`config.mk`:
```
export PLATFORM = sky130hd
export DESIGN_NAME = uart_tx_fifo
export DESIGN_NICKNAME = d
export VERILOG_FILES = /design/src/rtl/uart_tx_fifo_pkg.sv /design/src/rtl/uart_byte_fifo.sv /design/src/rtl/uart_tx_fifo.sv
export SDC_FILE = /design/constraint.sdc
export NUM_CORES = 1
export LEC_CHECK = 0
export ABC_AREA = 1
export CAP_MARGIN = 20
export CORE_MARGIN = 1.5
export CORE_UTILIZATION = 41
export DETAILED_ROUTE_END_ITERATION = 6
export HOLD_SLACK_MARGIN = 0.02
export SLEW_MARGIN = 15
export SYNTH_ARGS = -nofsm -noshare
export SYNTH_HDL_FRONTEND = slang
export SYNTH_SLANG_ARGS = --single-unit
```
`constraint.sdc`:
```
create_clock -name sys_clk -period 2.6 [get_ports sys_clk]
set_input_delay 0.78 -clock sys_clk [delete_from_list [all_inputs] [get_ports sys_clk]]
set_output_delay 0.78 -clock sys_clk [all_outputs]
set_load 0.005 [all_outputs]
```
`src/rtl/uart_tx_fifo_pkg.sv`:
```
// Shared types and defaults for the UART loopback transmit buffer.
// Holds the drain FSM encoding and default FIFO geometry.
package uart_tx_fifo_pkg;

  localparam int DEF_DEPTH_LOG2 = 4;
  localparam int DEF_DATA_W     = 8;

  typedef enum logic [2:0] {
    IDLE      = 3'd0,
    LOAD      = 3'd1,
    START     = 3'd2,
    WAIT_BUSY = 3'd3,
    WAIT_DONE = 3'd4
  } drain_state_t;

endpackage

```
`src/rtl/uart_byte_fifo.sv`:
```
// Circular byte FIFO: register array, wrapping pointers, separate count.
// Push on a full FIFO and pop on an empty FIFO are ignored.
module uart_byte_fifo
  import uart_tx_fifo_pkg::*;
#(
  parameter int DEPTH_LOG2 = DEF_DEPTH_LOG2,
  parameter int DATA_W     = DEF_DATA_W
) (
  input  logic                  i_clk,
  input  logic                  i_rst,
  input  logic                  i_push,
  input  logic [DATA_W-1:0]     i_wdata,
  input  logic                  i_pop,
  output logic [DATA_W-1:0]     o_rdata,
  output logic [DEPTH_LOG2:0]   o_count,
  output logic                  o_full,
  output logic                  o_empty
);

  localparam int DEPTH = 1 << DEPTH_LOG2;
  localparam logic [DEPTH_LOG2:0] FULL_CNT = (DEPTH_LOG2+1)'(DEPTH);

  logic [DATA_W-1:0]     r_mem [DEPTH];
  logic [DEPTH_LOG2-1:0] r_wr_ptr;
  logic [DEPTH_LOG2-1:0] r_rd_ptr;
  logic [DEPTH_LOG2:0]   r_count;
  logic                  w_wr_en;
  logic                  w_rd_en;

  assign o_full  = (r_count == FULL_CNT);
  assign o_empty = (r_count == '0);
  assign o_count = r_count;
  assign o_rdata = r_mem[r_rd_ptr];

  assign w_wr_en = i_push && !o_full;
  assign w_rd_en = i_pop && !o_empty;

  always_ff @(posedge i_clk) begin
    if (w_wr_en) r_mem[r_wr_ptr] <= i_wdata;
  end

  always_ff @(posedge i_clk or posedge i_rst) begin
    if (i_rst) begin
      r_wr_ptr <= '0;
      r_rd_ptr <= '0;
      r_count  <= '0;
    end else begin
      if (w_wr_en) r_wr_ptr <= r_wr_ptr + DEPTH_LOG2'(1);
      if (w_rd_en) r_rd_ptr <= r_rd_ptr + DEPTH_LOG2'(1);
      unique case ({w_wr_en, w_rd_en})
        2'b10:   r_count <= r_count + (DEPTH_LOG2+1)'(1);
        2'b01:   r_count <= r_count - (DEPTH_LOG2+1)'(1);
        default: r_count <= r_count;
      endcase
    end
  end

endmodule

```
`src/rtl/uart_tx_fifo.sv`:
```
// Receive-to-transmit byte buffer with a busy-throttled drain FSM.
// Define UART_TX_FIFO_OVF_CNT_EN to add the saturating ovf_cnt port.
module uart_tx_fifo
  import uart_tx_fifo_pkg::*;
#(
  parameter int DEPTH_LOG2 = DEF_DEPTH_LOG2,
  parameter int DATA_W     = DEF_DATA_W
) (
  input  logic                  sys_clk,
  input  logic                  sys_rst,
  input  logic                  recv_done,
  input  logic [DATA_W-1:0]     recv_data,
  input  logic                  tx_busy,
  output logic                  send_en,
  output logic [DATA_W-1:0]     send_data,
  output logic [DEPTH_LOG2:0]   fifo_count,
  output logic                  fifo_full,
  output logic                  fifo_empty,
`ifdef UART_TX_FIFO_OVF_CNT_EN
  output logic [15:0]           ovf_cnt,
`endif
  output logic                  overflow
);

  drain_state_t        r_state;
  drain_state_t        w_next;
  logic                r_send_en;
  logic [DATA_W-1:0]   r_send_data;
  logic                r_ovf;
  logic [DATA_W-1:0]   w_rdata;
  logic                w_full;
  logic                w_empty;
  logic                w_push;
  logic                w_pop;
  logic                w_drop;

  // A byte arriving while full is dropped even if LOAD frees a slot now.
  assign w_push = recv_done && !w_full;
  assign w_drop = recv_done && w_full;
  assign w_pop  = (r_state == LOAD);

  uart_byte_fifo #(
    .DEPTH_LOG2 (DEPTH_LOG2),
    .DATA_W     (DATA_W)
  ) u_fifo (
    .i_clk   (sys_clk),
    .i_rst   (sys_rst),
    .i_push  (w_push),
    .i_wdata (recv_data),
    .i_pop   (w_pop),
    .o_rdata (w_rdata),
    .o_count (fifo_count),
    .o_full  (w_full),
    .o_empty (w_empty)
  );

  always_comb begin
    w_next = r_state;
    unique case (r_state)
      IDLE:      if (!w_empty && !tx_busy) w_next = LOAD;
      LOAD:      w_next = START;
      START:     w_next = WAIT_BUSY;
      WAIT_BUSY: if (tx_busy) w_next = WAIT_DONE;
      WAIT_DONE: if (!tx_busy) w_next = IDLE;
      default:   w_next = IDLE;
    endcase
  end

  always_ff @(posedge sys_clk or posedge sys_rst) begin
    if (sys_rst) begin
      r_state     <= IDLE;
      r_send_en   <= 1'b0;
      r_send_data <= '0;
      r_ovf       <= 1'b0;
    end else begin
      r_state   <= w_next;
      r_send_en <= (w_next == START);
      r_ovf     <= w_drop;
      if (w_pop) r_send_data <= w_rdata;
    end
  end

`ifdef UART_TX_FIFO_OVF_CNT_EN
  logic [15:0] r_ovf_cnt;

  always_ff @(posedge sys_clk or posedge sys_rst) begin
    if (sys_rst)
      r_ovf_cnt <= '0;
    else if (w_drop && r_ovf_cnt != 16'hFFFF)
      r_ovf_cnt <= r_ovf_cnt + 16'd1;
  end

  assign ovf_cnt = r_ovf_cnt;
`endif

  assign send_en    = r_send_en;
  assign send_data  = r_send_data;
  assign fifo_full  = w_full;
  assign fifo_empty = w_empty;
  assign overflow   = r_ovf;

endmodule

```
Word-level counts from Yosys, hierarchy flattened
Memories as Yosys holds them, arrays and structs flattened. A register that Yosys moved wholly into a read port is not among the register bits. Cells that the tools add are included.

$add $sub $neg: 4. $mul: 0. Divide/modulo/power cells: 0. Magnitude comparators: 0. Equal/unequal tests: 8. Shift operators: 0. Mux-type cells: 7. Bitwise gates (word level): 0. Reduce and logical (&&, ||, !) cells: 11.

Operators with widths (number): $pmux W3 S5 (1); $pmux W5 S2 (1); $eq A3 B2 Y1 const B (3); $mux W3 (3); $add A4 B1 Y4 const B (2); $add A5 B1 Y5 const B (1); $eq A5 B5 Y1 const B (1); $logic_and A1 B1 Y1 (5); $logic_not A5 Y1 (1); $sub A5 B1 Y5 const B (1); $eq A3 B1 Y1 const B (1); $eq A3 B3 Y1 const B (1); $logic_not A1 Y1 (3); $logic_not A3 Y1 (1); $eq A2 B1 Y1 const B (1); $eq A2 B2 Y1 const B (1); $mux W1 (2); $reduce_bool A2 Y1 (1).

Bits in registers: 18. Latch bits: 0. Bits in writable memories: 128. Bits in read-only memories: 0. Output and inout port bits: 17. Word-level logic and storage cells: 37. Memories kept: 1.

Memories: u_fifo.r_mem (depth 16, width 8, read ports 1, clocked after Yosys merged registers in 1, wr ports 1, RTL line uart_byte_fifo.sv:23) `logic [DATA_W-1:0] r_mem [DEPTH];`.

Depth between registers and ports, before layout
Depth after elaboration: 6. Depth in mapped cells: 14.

By module
Synthesis repeated with hierarchy kept, for this count alone.

Cell total of the unflattened synthesis: 685. Area total of the unflattened synthesis: 6802.8 um^2.

Modules (own cells, without submodules): uart_byte_fifo (times used 1, cells each 624, area each 6242.2 um^2, sequential area each 4169.0 um^2); uart_tx_fifo (times used 1, cells each 61, area each 560.5 um^2, sequential area each 325.3 um^2).

Least setup slack after synthesis
No wires, ideal clock.

Path type: register to register. From: register u_fifo.r_count[2] (netlist: u_fifo.o_count[2]). To: register u_fifo.r_count[4] (netlist: u_fifo.o_count[4]). Library setup time: 65 ps. Data arrival time: 2183 ps. Required time: 2535 ps. Setup slack: 352 ps. Stages on the path, launching flop included: 15. Path buffers: 1. Clock period less this slack: 2248 ps. Cells stage by stage: dfrtp_1 -> nor4_2 -> nand2_1 -> nand2_2 -> buf_4 -> ha_1 -> xor2_1 -> ha_1 -> inv_1 -> nand2_1 -> nand3_1 -> nand2_1 -> xor2_1 -> nand2_1 -> nand2_1.

Cells in the longest elaborated chain, start to end: 6. Elaborated cells between the ends (all ways): 13. Those cells by class: add/sub: 2; eq/ne: 3; mux: 1; reduce/logical: 7.

Ends and longest elaborated chain: start: declaration (RTL line uart_byte_fifo.sv:26) `logic [DEPTH_LOG2:0] r_count;`; start signal: assignment (RTL line uart_byte_fifo.sv:51) `2'b10: r_count <= r_count + (DEPTH_LOG2+1)'(1);`; start signal: assignment (RTL line uart_byte_fifo.sv:52) `2'b01: r_count <= r_count - (DEPTH_LOG2+1)'(1);`; start signal: assignment (RTL line uart_byte_fifo.sv:53) `default: r_count <= r_count;`; $eq A5 B5 Y1 (RTL line uart_byte_fifo.sv:30) `assign o_full = (r_count == FULL_CNT);`; $logic_not A1 Y1 (RTL line uart_byte_fifo.sv:35, uart_tx_fifo.sv:38); $logic_and A1 B1 Y1 (RTL line uart_tx_fifo.sv:38) `assign w_push = recv_done && !w_full;`; $logic_and A1 B1 Y1 (RTL line uart_byte_fifo.sv:35) `assign w_wr_en = i_push && !o_full;`; $eq A2 B1 Y1 / $eq A2 B2 Y1 (equally long branches) (RTL line uart_byte_fifo.sv:50) `unique case ({w_wr_en, w_rd_en})`; $pmux W5 S2 / $reduce_bool A2 Y1 (equally long branches).

Parallel ways exist; a longest one is shown, timed or not. A chain may end at the register's enable or synchronous reset.

Worst setup path in the final report
From: register u_fifo.r_count[1] (netlist: u_fifo.o_count[1]). To: output port fifo_full.

Cells in the longest elaborated chain, start to end: 1.

Ends and longest elaborated chain: $eq A5 B5 Y1 (RTL line uart_byte_fifo.sv:30); end: declaration (RTL line uart_tx_fifo.sv:17) `output logic fifo_full,`.

Every way passes these cells.

==> impl_metrics.env <==
export IMPL_outcome="finished, final reports clean"
export IMPL_ys_seq_area_frac=0.684
export IMPL_cts_htree_levels=4
export IMPL_p_seq_frac=0.372
export IMPL_crit_start="u_fifo.o_count[1]"
export IMPL_dp_hpwl_mm=9.25
export IMPL_syn_avg_cell_area_um2=10.9
export IMPL_ir_drop_v=0.000547
export IMPL_hold_path_class="reg -> reg"
export IMPL_grt_pass1_vias=4313
export IMPL_rrSetupSlack_ns=0.22
export IMPL_cts_buffer_depth=2
export IMPL_critPathKind="reg -> out"
export IMPL_required_ns=1.82
export IMPL_endpoint="fifo_full"
export IMPL_drt_wl_total_mm=14.7
export IMPL_yosysTopAreaCell="edfxtp_1"
export IMPL_switching_share=0.350
export IMPL_clkTransAtPathRegs_ns=0.06
export IMPL_synthTopCellsByArea="edfxtp_1 (59%), nand2_1 (13%), dfrtp_1 (9.9%)"
export IMPL_grt_max_degree=67
export IMPL_reg2reg_depth=13
export IMPL_clkPwrFrac=0.291
export IMPL_cp_end_kind="output port"
export IMPL_post_route_period_util=0.936
export IMPL_power_density_nw_per_um2=1120
export IMPL_first_pass_iters=4
export IMPL_reg2reg_to="u_fifo.o_count[4]"
export IMPL_final_nets=676
export IMPL_final_cells=883
export IMPL_num_vias=4404
export IMPL_std_cell_rows=46
export IMPL_power_switching_mw=3.07
export IMPL_ys_seq_elements=154
export IMPL_async_reset_ff_frac=0.169
export IMPL_placed_cells=847
export IMPL_cp_start_kind="flop"
export IMPL_synth_top_cell_area_share=0.585
export IMPL_post_dp_cell_area_um2=7150
export IMPL_overflow=0
export IMPL_slowest_delay_ns=0.43
export IMPL_fin_skew_ns=0.00692
export IMPL_maxCapViolCount=0
export IMPL_leakage_nw=3.14
export IMPL_synth_net_count=622
export IMPL_antenna_left=0
export IMPL_crit_arrival_ns=1.65
export IMPL_tightest_slew_ns=0.733
export IMPL_start_util=0.417
export IMPL_wire_per_inst_um=16.6
export IMPL_design_area_um2=7810
export IMPL_syn_instance_count=601
export IMPL_slowest_stage="dfrtp_2"
export IMPL_period_minus_slack_ns=2.43
export IMPL_fmax_ghz=0.411
export IMPL_combPwrFrac=0.337
export IMPL_syn_area_um2=6570
export IMPL_antennaDiodeCount=0
export IMPL_cts_root_buf="clkbuf_16"
export IMPL_rsz0062_at_grt="false"
export IMPL_critPathMaxFanout=4
export IMPL_ioPinCount=29
export IMPL_die_w_um=130
export IMPL_gp_congestion=0.920
export IMPL_ys_dominant_reg_cell="edfxtp_1"
export IMPL_area_growth_pct=19.0
export IMPL_grt_first_pass_wirelength_mm=23.0
export IMPL_cts_sinks=154
export IMPL_fillers=1434
export IMPL_power_total_mw=8.76
export IMPL_portBuffers=28
export IMPL_grt_antenna_before_repair=0
export IMPL_dieHeight_um=130
export IMPL_p_int_mw=5.69
export IMPL_r2r_start="u_fifo.o_count[1]"
export IMPL_crit_chain="nor4_4, buf_4, nand2_2, inv_1, dlygate4sd2_1"
export IMPL_relSlewSlack=0.512
export IMPL_synth_distinct_cells=24
export IMPL_drive_gt1_frac=0.108
export IMPL_cts_buffers=17
export IMPL_synth_edf_count=128
export IMPL_tritoncts="yes"
export IMPL_hold_viol_final=0
export IMPL_drtIter0Drc=366
export IMPL_dieArea_um2=16800
export IMPL_ys_warn_count=0
export IMPL_core_um2=15800
export IMPL_maxSlewViolCount=0
export IMPL_drc=0
export IMPL_via_per_inst=4.99
export IMPL_grt_total_usage=0.186
export IMPL_setup_viol=0
export IMPL_clk_latency_ns=0.42
[routing by layer]
layer | wire length [um] | GRT usage
met3 | 586 | 0.0520
met2 | 7250 | 0.315
met5 | 0 | 0
met4 | 275 | 0.0621
met1 | 6540 | 0.231
[final cells by class]
| cell class | instances | area [um^2] | area share |
|---|---|---|---|
| well taps | 216 | 270 | 0.0346 |
| flip-flops and latches | 154 | 4500 | 0.576 |
| repair buffers | 63 | 541 | 0.0692 |
| clock inverters | 13 | 175 | 0.0224 |
| clock buffers | 18 | 429 | 0.0549 |
| multi-input cells | 389 | 1790 | 0.229 |
| inverters | 30 | 113 | 0.0144 |
[worst min-delay path by stage]
stage / from / end / slack, ns / depth (start not counted)
4_1_cts: send_data[0] / send_data[0] / 0.48 / 2
2_1_floorplan: send_data[0] / send_data[0] / 0.47 / 2
5_1_grt: send_data[0] / send_data[0] / 0.50 / 2
3_3_place_gp: send_data[0] / send_data[0] / 0.46 / 2
6_report: send_data[0] / send_data[0] / 0.48 / 2
3_5_place_dp: send_data[0] / send_data[0] / 0.47 / 2
[sequential cells by signal, summed over array words and instances (netlist names)]
register / flops
r_state: 3
overflow: 1
u_fifo.r_mem: 128
u_fifo.r_wr_ptr: 4
u_fifo.o_count: 5
send_en: 1
u_fifo.r_rd_ptr: 4
send_data: 8
[placed cells by master, fill, tap and decap left out, drive strengths merged, types with 6 or more instances in the layout]
master / n
a21oi: 6
buf: 35
clkbuf: 18
clkdlybuf4s50: 26
clkinv: 8
dfrtp: 26
edfxtp: 128
ha: 9
inv: 30
nand2: 236
nand3: 98
nor3: 17
[cells by family (layout without fill, tap and decap cells)]
group                    after synthesis  count (layout)  share of synthesized area
buffers and inverters                 58             124                     0.0469
AO/OA/AOI/OAI                         14              14                     0.0118
AND/OR/NAND/NOR                      358             358                      0.229
XOR/XNOR                               8               8                     0.0107
flip-flops                           154             154                      0.684
adder cells (fa/ha/maj)                9               9                     0.0171
[power groups by stage]
stage	clock network (mW)	registers, mW	logic (mW)
after floorplan	0	3.26	1.99
after global placement	0	3.30	2.80
after detailed placement	0	3.31	2.86
after CTS	2.58	3.26	2.93
after global routing	2.67	3.30	3.32
final	2.55	3.26	2.96
[cell usage after synthesis (2+ instances only)]
master and count:
ha_1 9, buf_4 11, buf_2 9, clkinv_1 2
a21oi_1 6, nand3_1 98, nand3b_1 2, nor3_1 17
inv_1 27, xor2_1 5, dfrtp_1 26, edfxtp_1 128
o21ai_0 5, buf_6 5, nor2_1 4, xnor2_1 3
clkbuf_1 3, nand2_1 235
[worst max-delay path, delay by kind of cell, from the launching register on]
kind	cells	cell delay (ns)
buf+inv	3	0.44
flops	1	0.43
simple gates	2	0.37
[through the flow]
step / util / TNS (ns) / hold slack, ns / setup slack, ns
after floorplan: - / 0 / 0.472 / 0.352
after CTS: 0.493 / 0 / 0.481 / 0.113
final: 0.495 / 0 / 0.477 / 0.166
after detailed placement: 0.453 / -0.0259 / 0.465 / -0.0259
after global routing: 0.495 / 0 / 0.497 / 0.00792
after global placement: 0.453 / 0 / 0.464 / 0.0556
[what timing repair did]
item / in CTS / in global routing
pin swaps: 3 / 1
hold buffers: 0 / 0
gates resized for setup: 7 / 2
hold endpoints to repair: 0 / 0
endpoints found under the setup margin: 2 / 1
cloned: 0 / 0
setup buffers: 2 / 3
(Power assumes the default switching activity.)
